--- src/rtl/sum_sequencer.sv ---
// sum_sequencer: serial summation controller.
// Addends arrive one per valid/ready beat on the input stream. Each one is
// folded into an NBITS accumulator through a single adder. The total is then
// offered on a valid/ready result port.
// Optional build macro SUM_SEQ_SAT_EN: when defined, each accumulate step
// saturates at 2^NBITS-1. When it is undefined, the sum wraps modulo 2^NBITS.
module sum_sequencer #(
  parameter int NBITS    = 3,
  parameter int NADDENDS = 6,
  localparam int CNTW    = (NADDENDS > 0) ? $clog2(NADDENDS + 1) : 1
) (
  input  logic             clk,
  input  logic             rst_n,
  input  logic             start,
  input  logic             clr,
  input  logic             in_valid,
  output logic             in_ready,
  input  logic [NBITS-1:0] in_data,
  output logic             out_valid,
  input  logic             out_ready,
  output logic [NBITS-1:0] out_sum,
  output logic             busy,
  output logic [CNTW-1:0]  count
);

  typedef enum logic [1:0] {
    IDLE  = 2'd0,
    ACCUM = 2'd1,
    DONE  = 2'd2
  } state_t;

  // Count value of the final addend of a job. ACCUM is never entered when
  // NADDENDS is zero, so the clamp only keeps the constant in range.
  localparam logic [CNTW-1:0] LAST_CNT = CNTW'((NADDENDS > 0) ? NADDENDS - 1 : 0);

  state_t           state;
  logic [NBITS-1:0] acc;
  logic             beat;
  logic [NBITS-1:0] acc_next;

  // One accumulate step. The saturating build widens the sum by one bit and
  // clamps on carry-out. The wrapping build keeps plain NBITS arithmetic.
  function automatic logic [NBITS-1:0] add_step(input logic [NBITS-1:0] a,
                                                input logic [NBITS-1:0] b);
`ifdef SUM_SEQ_SAT_EN
    logic [NBITS:0] wide;
    wide = {1'b0, a} + {1'b0, b};
    return wide[NBITS] ? {NBITS{1'b1}} : wide[NBITS-1:0];
`else
    return a + b;
`endif
  endfunction

  assign beat     = in_valid && (state == ACCUM);
  assign acc_next = add_step(acc, in_data);

  // The handshake outputs are decoded only from the state register, so no
  // combinational path runs from an input to an output.
  assign in_ready  = (state == ACCUM);
  assign out_valid = (state == DONE);
  assign busy      = (state != IDLE);

  // Main controller: job launch, beat folding, result hand-off, and abort.
  always_ff @(posedge clk or negedge rst_n) begin
    if (!rst_n) begin
      state   <= IDLE;
      acc     <= '0;
      count   <= '0;
      out_sum <= '0;
    end else if (clr) begin
      // Abort wins over everything else. A coincident beat is dropped.
      state <= IDLE;
      acc   <= '0;
      count <= '0;
    end else begin
      case (state)
        IDLE: begin
          if (start) begin
            if (NADDENDS == 0) begin
              state   <= DONE;
              out_sum <= '0;
            end else begin
              state <= ACCUM;
              acc   <= '0;
              count <= '0;
            end
          end
        end
        ACCUM: begin
          if (beat) begin
            acc   <= acc_next;
            count <= count + CNTW'(1);
            if (count == LAST_CNT) begin
              state   <= DONE;
              out_sum <= acc_next;
            end
          end
        end
        DONE: begin
          if (out_ready) begin
            // A start in the hand-off cycle launches the next job with no
            // idle bubble in between.
            if (start && (NADDENDS > 0)) begin
              state <= ACCUM;
              acc   <= '0;
              count <= '0;
            end else if (start) begin
              state   <= DONE;
              out_sum <= '0;
            end else begin
              state <= IDLE;
            end
          end
        end
        default: begin
          state <= IDLE;
          acc   <= '0;
          count <= '0;
        end
      endcase
    end
  end

endmodule

--- config.mk ---
export PLATFORM = sky130hd
export DESIGN_NAME = sum_sequencer
export DESIGN_NICKNAME = d
export VERILOG_FILES = /design/src/rtl/sum_sequencer.sv
export SDC_FILE = /design/constraint.sdc
export NUM_CORES = 1
export LEC_CHECK = 0
export CORE_MARGIN = 4
export CORE_UTILIZATION = 25
export DETAILED_ROUTE_END_ITERATION = 10
export RECOVER_POWER = 100
export SLEW_MARGIN = 25
export SYNTH_ARGS = -nofsm -noshare
export SYNTH_HDL_FRONTEND = slang
export SYNTH_SLANG_ARGS = --single-unit
--- constraint.sdc ---
create_clock -name clk -period 2.4 [get_ports clk]
set_input_delay 0.24 -clock clk [delete_from_list [all_inputs] [get_ports clk]]
set_output_delay 0.24 -clock clk [all_outputs]
set_load 0.05 [all_outputs]
==> metrics.md <==
| Metric | Value |
|---|---|
| Run status | completed |
| DRC Markers | 0 |
| CTS Buf Count | 3 |
| Postcts setup bufs | 0 |
| Via Count | 455 |
| Post-DP HPWL | 976 um |
| Setup violators final | 0 |
| Max Slew Vio Count | 0 |
| Synthesis-to-finish area growth | 36.1% |
| Layout Nets | 88 |
| Average cell area after synthesis | 11.3 um^2 |
| Initial antenna violation count | 0 |
| Seq/Total Area, Yosys | 46.1% |
| Yosys warns | 0 |
| TritonCTS clock tree | built |
| Synth area leaders | dfrtp_1 46%, ha_1 6.3%, mux2_4 5.0% |
| Post-synth top area cell | dfrtp_1 |
| Final core occ | 36.4% |
| Design Area, Final | 812 um^2 |
| Clock buffer depth | 2 |
| Share of the synthesized area in the top cell type | 46.1% |
| Hold buffers post-CTS | 0 |
| IO Port Bufs | 17 |
| Mapped Cells | 53 |
| Asr flop ratio synth | 100% |
| Startpoint class of the critical path | flip-flop |
| Gpl congestion | 0.774 |
| Setup CP Type | flip-flop to output pin |
| P_leak | 0.408 nW |
| Clock skew | 0.000422 ns |
| Initial Utilization | 26.7% |
| Drt pass-1 iters | 2 |
| Post-CTS Resized | 0 |
| Total power | 382 uW |
| Area post-placement | 802 um^2 |
| DRT iter0 DRCs | 5 |
| Post-Syn Area | 597 um^2 |
| Grt ovf | 0 |
| Worst Setup End Kind | output pin |
| Min cycle time layout | 2.11 ns |
| Die Span Y | 56.9 um |
| Dominant synthesized flop cell | dfrtp_1 |
| Mapped Nets | 66 |
| Number of fill cells | 240 |
| WL final | 1250 um |
| R2r setup slk | 0.70 ns |
| Crit-path max FO | 5 |
| Clk_lat worst skew | 0.27 ns |
| Number of placed I/O pins | 18 |
| FF-to-FF End | acc[2] |
| Hold Crit Class | primary input to async pin |
| Post-synth cell types | 22 |
| Crit path DAT | 1.87 ns |
| Pin count of the biggest net entering global routing | 12 |
| H-tree depth | 1 |
| DR WL/cell | 12.3 um |
| GRT Total Usage | 9.04% |
| Min Hold Slack | 0.376 ns |
| Post-route setup TNS | 0 ns |
| Core ar. | 2230 um^2 |
| Hold Violations, Final | 0 |
| Full die area | 3230 um^2 |
| Final worst-path cycle share | 87.9% |
| Final ANT Viol Nets | 0 |
| Unrepaired setup endpoints after global routing | no |
| Number of flops mapped to enable cells by yosys | 0 |
| Share of cells above drive strength 1 | 8.11% |
| Worst-path clk slew | 0.07 ns |
| Max-cap viol count | 0 |
| Peak supply drop | 0.000212 V |
| CP required | 2.16 ns |
| Rows | 17 |
| Cell area power density | 471 nW/um^2 |
| Root Driver | clkbuf_4 |
| First-pass GRT wire length | 2210 um |
| Vias per cell | 4.46 |
| Vias in the first global route | 487 |
| Die span in x | 56.9 um |
| FF-to-FF Start | acc[0] |
| Max frequency | 474 MHz |
| Worst slew pin tran | 0.511 ns |
| Ant diodes | 0 |
| Worst Reg-to-Reg Cells | 6 |
| Synth Register Bits | 11 |
| CTS sink cnt | 11 |
| Slew HR | 65.8% |
## stage by stage
stage,cells,setup slack [ns]
3_5_place_dp,98,0.400
6_report,102,0.290
3_3_place_gp,98,0.483
2_1_floorplan,53,0.843
5_1_grt,102,0.206
4_1_cts,102,0.350
## worst max path at each step
stage,startpoint,to,slack [ns],cells after the start
after global placement,in_data[0],acc[2],0.48,7
after floorplan,acc[0],acc[2],0.84,6
after CTS,state[1],in_ready,0.35,3
after global routing,state[1],in_ready,0.21,3
after detailed placement,in_data[0],acc[2],0.40,7
final,state[1],in_ready,0.29,3
## where the power goes
group / switching, mW / total, mW / internal [mW]
Clock: 0.0628 / 0.127 / 0.0644
Combinational: 0.0351 / 0.0612 / 0.0261
Sequential: 0.00492 / 0.194 / 0.189
Total: 0.103 / 0.382 / 0.280
## worst max-delay path, stage by stage (launching register included)
cell	delay, ns
dfrtp_1	0.42
nand2b_1	0.22
inv_1	0.10
dlygate4sd3_1	0.87
## sequential cells by signal, indices dropped and copies added, names as in the netlist
name	count
acc	3
count	3
out_sum	3
state	2
## cells in the mapped netlist (2+ instances only)
library cell  count
inv_1             5
nor2_1            5
a21oi_1           4
ha_1              3
o21ai_0           2
a22o_1            3
nand2b_1          2
nand2_1           3
mux2_4            2
dfrtp_1          11
xnor2_1           2
## per-layer routing
layer / vias to the layer above / part of all wire [%] / track usage, %
met4: 0 / 0.80 / 4.97
met2: 12 / 45 / 13.0
met1: 209 / 49 / 11.9
li1: 232 / - / -
met5: - / 0 / 0
met3: 2 / 5.0 / 2.76
## final cells by class
cell class | instances | area [um^2] | area share [%]
repair buffers | 17 | 170 | 21.0
clock buffers | 4 | 26.3 | 3.24
well taps | 28 | 35.0 | 4.31
flip-flops and latches | 11 | 275 | 33.9
multi-input cells | 37 | 287 | 35.3
inverters | 5 | 18.8 | 2.31
## logic make-up (layout without fill, tap and decap cells)
kind of cell | count (synthesis) | after routing | synth area share [%]
mux | 3 | 3 | 6.92
flops | 11 | 11 | 46.1
fa+ha+maj | 4 | 4 | 9.64
compound gates | 13 | 13 | 15.3
buf+inv | 5 | 26 | 3.14
xor+xnor | 3 | 3 | 4.40
simple gates | 14 | 14 | 14.5
## layout by cell type, fill, tap and decap left out
master            n
a22oi_1           1
o21ai_0           2
and4bb_1          1
a21oi_1           4
fa_1              1
o41ai_1           1
nor3_1            1
ha_1              3
nor2_1            5
nand3_1           2
inv_1             5
xor2_1            1
dfrtp_1          11
clkbuf_1          1
nand2_1           3
a22o_1            3
clkdlybuf4s50_1   5
mux2_2            1
xnor2_1           2
o21ba_1           1
dlygate4sd3_1    12
a41oi_1           1
nand2b_1          2
mux2_4            2
clkbuf_4          3
No activity file was read; power rests on OpenSTA's default activity.
